===== src/rtl/mem_stage.sv =====
// ---------------------------------------------------------------------------
// mem_stage
//
// Memory-access and writeback-formatting stage that sits after the ALU in the
// single-issue datapath. It accepts one executed instruction per handshake,
// performs byte, halfword and word loads and stores against a data memory
// with variable latency, and produces a registered writeback packet for the
// register file. Upstream is stalled (in_ready_o low) while a memory
// transaction is outstanding.
//
// Ports
//   clk, rst            clock; asynchronous active-high reset
//   in_valid_i/in_ready_o  upstream handshake (ready == FSM in IDLE)
//   pc_i, alu_res_i     instruction PC; ALU result (byte address for mem ops)
//   rs2data_i           store data
//   rd_i, funct3_i      destination register; access size/sign
//   memren_i, memwren_i load / store (both set is treated as a store)
//   regwren_i, wbsel_i  register write enable; writeback source select
//   dmem_*              request/grant/response data-memory port
//   wb_*                registered writeback packet, wb_valid_o pulses once
//   misalign_o          misaligned-access pulse (trap build only)
//
// Configuration
//   MEM_STAGE_MISALIGN_TRAP_EN  when defined, misaligned halfword/word
//   accesses issue no memory request and retire immediately with
//   wb_regwren_o = 0 and a misalign_o pulse. When undefined the low address
//   bits that do not fit the access size are ignored.
//
// Only DWIDTH = 32 is supported; the lane logic assumes four byte lanes.
// ---------------------------------------------------------------------------
module mem_stage #(
    parameter int AWIDTH = 32,
    parameter int DWIDTH = 32
) (
    input  logic              clk,
    input  logic              rst,

    input  logic              in_valid_i,
    output logic              in_ready_o,
    input  logic [AWIDTH-1:0] pc_i,
    input  logic [DWIDTH-1:0] alu_res_i,
    input  logic [DWIDTH-1:0] rs2data_i,
    input  logic [4:0]        rd_i,
    input  logic [2:0]        funct3_i,
    input  logic              memren_i,
    input  logic              memwren_i,
    input  logic              regwren_i,
    input  logic [1:0]        wbsel_i,

    output logic              dmem_req_o,
    input  logic              dmem_gnt_i,
    output logic [AWIDTH-1:0] dmem_addr_o,
    output logic              dmem_we_o,
    output logic [3:0]        dmem_be_o,
    output logic [DWIDTH-1:0] dmem_wdata_o,
    input  logic              dmem_rvalid_i,
    input  logic [DWIDTH-1:0] dmem_rdata_i,

    output logic              wb_valid_o,
    output logic              wb_regwren_o,
    output logic [4:0]        wb_rd_o,
    output logic [DWIDTH-1:0] wb_data_o,
    output logic [AWIDTH-1:0] wb_pc_o
`ifdef MEM_STAGE_MISALIGN_TRAP_EN
    ,
    output logic              misalign_o
`endif
);

    typedef enum logic [1:0] {
        IDLE = 2'd0,
        REQ  = 2'd1,
        WAIT = 2'd2
    } state_t;

    state_t state;

    // Holding registers for the instruction in flight.
    logic [AWIDTH-1:0] pc_q;
    logic [DWIDTH-1:0] alu_q;
    logic [4:0]        rd_q;
    logic [2:0]        funct3_q;
    logic              store_q;
    logic              regwren_q;
    logic [1:0]        wbsel_q;

    // funct3[1:0]: 00 byte, 01 halfword, 1x word. funct3[2] selects zero-extend.
    function automatic logic [3:0] byte_en(input logic [2:0] f3,
                                           input logic [1:0] a,
                                           input logic       store);
        if (!store) begin
            return 4'b1111;
        end
        case (f3[1:0])
            2'b00:   return 4'b0001 << a;
            2'b01:   return 4'b0011 << {a[1], 1'b0};
            default: return 4'b1111;
        endcase
    endfunction

    function automatic logic [DWIDTH-1:0] store_lanes(input logic [2:0]        f3,
                                                      input logic [DWIDTH-1:0] d);
        case (f3[1:0])
            2'b00:   return {4{d[7:0]}};
            2'b01:   return {2{d[15:0]}};
            default: return d;
        endcase
    endfunction

    function automatic logic [DWIDTH-1:0] load_format(input logic [2:0]        f3,
                                                      input logic [1:0]        a,
                                                      input logic [DWIDTH-1:0] w);
        logic [DWIDTH-1:0] shifted;
        logic [7:0]        b;
        logic [15:0]       h;
        shifted = w >> {a, 3'b000};
        b       = shifted[7:0];
        h       = a[1] ? w[31:16] : w[15:0];
        case (f3)
            3'd0:    return {{24{b[7]}}, b};
            3'd4:    return {24'd0, b};
            3'd1:    return {{16{h[15]}}, h};
            3'd5:    return {16'd0, h};
            default: return w;  // LW, and funct3 3/6/7 load as LW
        endcase
    endfunction

    function automatic logic [DWIDTH-1:0] wb_value(input logic [1:0]        sel,
                                                   input logic [DWIDTH-1:0] alu,
                                                   input logic [DWIDTH-1:0] ld,
                                                   input logic [AWIDTH-1:0] pc);
        logic [AWIDTH-1:0] pc4;
        pc4 = pc + AWIDTH'(4);  // wraps mod 2^AWIDTH
        case (sel)
            2'd1:    return ld;
            2'd2:    return DWIDTH'(pc4);
            default: return alu;
        endcase
    endfunction

`ifdef MEM_STAGE_MISALIGN_TRAP_EN
    function automatic logic misaligned(input logic [2:0] f3, input logic [1:0] a);
        case (f3[1:0])
            2'b00:   return 1'b0;
            2'b01:   return a[0];
            default: return a != 2'b00;
        endcase
    endfunction
`endif

    logic mem_op;
    assign mem_op     = memren_i | memwren_i;
    assign in_ready_o = (state == IDLE);

    // NOTE: every register here, including the holding registers, is cleared
    // by rst so an abandoned transaction leaves nothing behind; it is a small
    // register set, not a memory array, so the reset costs nothing notable.
    always_ff @(posedge clk or posedge rst) begin
        if (rst) begin
            state        <= IDLE;
            pc_q         <= '0;
            alu_q        <= '0;
            rd_q         <= '0;
            funct3_q     <= '0;
            store_q      <= 1'b0;
            regwren_q    <= 1'b0;
            wbsel_q      <= '0;
            dmem_req_o   <= 1'b0;
            dmem_addr_o  <= '0;
            dmem_we_o    <= 1'b0;
            dmem_be_o    <= '0;
            dmem_wdata_o <= '0;
            wb_valid_o   <= 1'b0;
            wb_regwren_o <= 1'b0;
            wb_rd_o      <= '0;
            wb_data_o    <= '0;
            wb_pc_o      <= '0;
`ifdef MEM_STAGE_MISALIGN_TRAP_EN
            misalign_o   <= 1'b0;
`endif
        end else begin
            // NOTE: non-blocking assignments throughout; the default below
            // makes wb_valid_o a one-cycle pulse that any completion branch
            // later in this block overrides.
            wb_valid_o <= 1'b0;
`ifdef MEM_STAGE_MISALIGN_TRAP_EN
            misalign_o <= 1'b0;
`endif
            case (state)
                IDLE: begin
                    if (in_valid_i) begin
                        pc_q      <= pc_i;
                        alu_q     <= alu_res_i;
                        rd_q      <= rd_i;
                        funct3_q  <= funct3_i;
                        store_q   <= memwren_i;
                        regwren_q <= regwren_i;
                        wbsel_q   <= wbsel_i;
                        if (!mem_op) begin
                            wb_valid_o   <= 1'b1;
                            wb_regwren_o <= regwren_i & (rd_i != 5'd0);
                            wb_rd_o      <= rd_i;
                            wb_data_o    <= wb_value(wbsel_i, alu_res_i, '0, pc_i);
                            wb_pc_o      <= pc_i;
                        end
`ifdef MEM_STAGE_MISALIGN_TRAP_EN
                        else if (misaligned(funct3_i, alu_res_i[1:0])) begin
                            wb_valid_o   <= 1'b1;
                            wb_regwren_o <= 1'b0;
                            wb_rd_o      <= rd_i;
                            wb_data_o    <= wb_value(wbsel_i, alu_res_i, '0, pc_i);
                            wb_pc_o      <= pc_i;
                            misalign_o   <= 1'b1;
                        end
`endif
                        else begin
                            state        <= REQ;
                            dmem_req_o   <= 1'b1;
                            dmem_addr_o  <= {alu_res_i[AWIDTH-1:2], 2'b00};
                            dmem_we_o    <= memwren_i;
                            dmem_be_o    <= byte_en(funct3_i, alu_res_i[1:0], memwren_i);
                            dmem_wdata_o <= store_lanes(funct3_i, rs2data_i);
                        end
                    end
                end

                REQ: begin
                    // Request fields are frozen until the grant is seen.
                    if (dmem_gnt_i) begin
                        dmem_req_o <= 1'b0;
                        if (store_q) begin
                            state        <= IDLE;
                            wb_valid_o   <= 1'b1;
                            wb_regwren_o <= 1'b0;
                            wb_rd_o      <= rd_q;
                            wb_data_o    <= wb_value(wbsel_q, alu_q, '0, pc_q);
                            wb_pc_o      <= pc_q;
                        end else begin
                            state <= WAIT;
                        end
                    end
                end

                WAIT: begin
                    if (dmem_rvalid_i) begin
                        state        <= IDLE;
                        wb_valid_o   <= 1'b1;
                        wb_regwren_o <= regwren_q & (rd_q != 5'd0);
                        wb_rd_o      <= rd_q;
                        wb_data_o    <= wb_value(wbsel_q, alu_q,
                                                 load_format(funct3_q, alu_q[1:0], dmem_rdata_i),
                                                 pc_q);
                        wb_pc_o      <= pc_q;
                    end
                end

                default: state <= IDLE;
            endcase
        end
    end

endmodule


===== config.mk =====
export PLATFORM = sky130hd
export DESIGN_NAME = mem_stage
export DESIGN_NICKNAME = d
export VERILOG_FILES = /design/src/rtl/mem_stage.sv
export SDC_FILE = /design/constraint.sdc
export NUM_CORES = 1
export LEC_CHECK = 0
export ABC_AREA = 1
export ABC_CLOCK_PERIOD_IN_PS = 14000
export CAP_MARGIN = 10
export CORE_MARGIN = 2
export CORE_UTILIZATION = 36
export CTS_BUF_LIST = sky130_fd_sc_hd__clkbuf_16
export DETAILED_ROUTE_END_ITERATION = 7
export GPL_TIMING_DRIVEN = 0
export PLACE_DENSITY_LB_ADDON = 0.25
export SYNTH_ARGS = -nofsm -noshare
export SYNTH_HDL_FRONTEND = slang
export SYNTH_SLANG_ARGS = --single-unit

===== constraint.sdc =====
create_clock -name clk -period 14 [get_ports clk]
set_input_delay 3.5 -clock clk [delete_from_list [all_inputs] [get_ports clk]]
set_output_delay 3.5 -clock clk [all_outputs]
set_load 0.02 [all_outputs]

==> results.ini <==
[clock_tree]
cts_hold_buf=0
clock-sinks=217
htree_num_levels=1
clock_path_buffers=3
cts_tree=yes
postCtsSetupRepairBufs=0
clock_latency_ps=560
path_clk_slew_ps=60
cts_resized=0
cts-root-buf=clkbuf_16
cts_buffers=26

[cells_and_area]
diodes=0
final_cell_mix=nand2_1 (513), clkdlybuf4s50_1 (284), nor2_1 (253)
fillers=3490
stdcell_area_sq_um=16820
multi_input_area_sq_um=6113
drive_gt1_share_pct=6.764
final_common_cell=nand2_1
seqCellArea_sq_um=5430
syn_to_final_growth_pct=34.34
postLayoutCoreUtil_pct=48.94
num-nets-final=2251

[worst_setup_path]
cp_max_fo=10
worstPathRequired_ps=14390
crit_type=input pin to flip-flop
worstPathArrival_ps=6180
ff2ff_setup_slack_ps=11040
critPathLaunchType=input pin
end_kind=flip-flop

[synth]
yosys_most_used_dff=dfrtp_1
synth_top_area_share_pct=43.36
synth_area_per_cell_sq_um=7.032
syn_inst=1781
synth_compound_area_share_pct=16.21
synth_edf_count=0
yosys.cell_types.count=46
synthXorXnorAreaFrac_pct=0
yosys-top-cells-area=dfrtp_1 (43%), nand2_1 (15%), nor2_1 (7.6%), o21ai_0 (6.5%), a21oi_1 (4.5%)
synth-seq-cells=217
synth_warnings=0
synth_area_sq_um=12520
synthMuxAreaShare_pct=0
synth_fa_ha_area_share_pct=0.8992
synth_top_family_by_area=simple AND/OR/NAND/NOR gates
yosysSeqAreaShare_pct=43.36
yosys.area_share.simple_pct=31.65
yosysTopAreaCell=dfrtp_1
async_reset_ff_share_pct=100.0

[placement]
dpl-instance-area_sq_um=16000
dp_hpwl_um=43600
dp_worst_setup_slack_ps=7644
port_buffers=284
gp_congestion=0.9984

[grt]
grt_pass1_wl_um=82300
grt-ovfl-total=0
antenna_found_initial=0
grt_max_degree=79
grt_use_total_pct=30.34
first_global_vias=13360

[sta]
layout_setup_ws_ps=8214
fmax_mhz=172.8
rsz0062_at_grt=false
fin_tns_setup_ps=0
report.final.hold_viol_count=0
worst-slew-pin-transition_ps=903.9
relSlewSlack_pct=39.74
period_needed_ps=5786
finalClockSkew_ps=29.52
final.period_utilization_pct=41.33
finalMaxSlewViolations=0
setup_viol=0

[detailed_routing]
drt-wirelength-per-cell_um=21.39
postRouteAntennaNets=0
drt_first_pass_iters=5
drcViolationCount=0
drt_iter0_drc=1354
wl_um=54950
vias_per_cell=5.266
vias=13530

[floorplan]
die_h_um=190.5
core_sq_um=34370
dieArea_sq_um=36290
die_w_um=190.5
std_cell_rows=68
io_pins=288
start_util_pct=36.43

[flow_run]
cap_viol_max_count=0

[min_path]
hp-class=flip-flop to flip-flop

[power_and_ir_drop]
leakage_nw=7.563
ir_worst_vdd_mv=0.1379
power.density_nw_per_um2=257.8
power_mw=4.337

[run_status]
status=completed

## where the power goes
group          internal, mW  leakage (nW)  switching, mW  total, mW
clock network         0.376         0.414          0.289      0.665
logic                 0.863          4.53           1.59       2.45
registers             0.947          2.62          0.271       1.22
total                  2.19          7.56           2.15       4.34
## metal layers
metal  vias to the layer above  GRT usage, %  wire [um]
li1                       6423             -          -
met5                         -             0          0
met4                         0         9.899       1948
met2                       574         48.98      24930
met1                      6436         40.52      23660
met3                        95         6.496       4409
## logic make-up (layout without fill, tap and decap cells)
logic type,Yosys count,count (layout)
adders and majority gates,9,9
and+or+nand+nor,941,941
DFF,217,217
buffers and inverters,240,572
other,1,2
AOI/OAI and AO/OA,373,373
## metrics by stage
step,hold WS [ps],instances
floorplan,449.6,1782
global placement,454.6,2521
detailed placement,462.3,2523
CTS,476.8,2569
global route,506.4,2569
finish,472.6,2569
## synth_stat cells (15+ instances only)
| cell | instances |
|---|---|
| dfrtp_1 | 217 |
| nor2_2 | 17 |
| buf_2 | 26 |
| nor2_1 | 253 |
| a21oi_1 | 112 |
| nand4_1 | 16 |
| inv_2 | 15 |
| inv_1 | 136 |
| nand3_1 | 97 |
| nand2_1 | 513 |
| clkbuf_1 | 46 |
| o21ai_0 | 163 |
| a31oi_1 | 55 |
## worst paths after layout
check	startpoint	to	cells past startpoint
worst min-delay path	dmem_we_o	dmem_we_o	2
worst max-delay path	wbsel_i[0]	wb_data_o[10]	12
min in group asynchronous	rst	dmem_wdata_o[5]	2
worst min register to register	dmem_we_o	dmem_we_o	2
max in group asynchronous	rst	wb_data_o[9]	3
worst max register to register	state[0]	pc_q[1]	7
## critical path, cell delays in order
cell,delay [ps]
clkdlybuf4s50_1,510
inv_1,70
ha_1,320
inv_2,100
nand2_2,310
nor2_4,130
inv_2,220
a21oi_1,60
o21ai_1,180
o211ai_1,170
a21oi_1,510
nor2_1,70
## final cells by class
cell class,count,share of cell area (%)
Tap cell,455,3.384
Clock buffer,26,3.867
Multi-Input combinational cell,1325,36.34
Buffer,85,2.358
Inverter,155,3.533
Timing Repair Buffer,286,17.22
Sequential cell,217,32.28
Clock inverter,20,1.019
## sequential cells by signal (all words and copies together) (netlist names)
register,cells
alu_q,32
dmem_addr_o,30
dmem_be_o,4
dmem_req_o,1
dmem_wdata_o,32
dmem_we_o,1
funct3_q,3
pc_q,32
rd_q,5
regwren_q,1
state,2
store_q,1
wb_data_o,32
wb_pc_o,32
wb_rd_o,5
wb_regwren_o,1
wb_valid_o,1
wbsel_q,2
No activity file was read; power rests on OpenSTA's default activity.
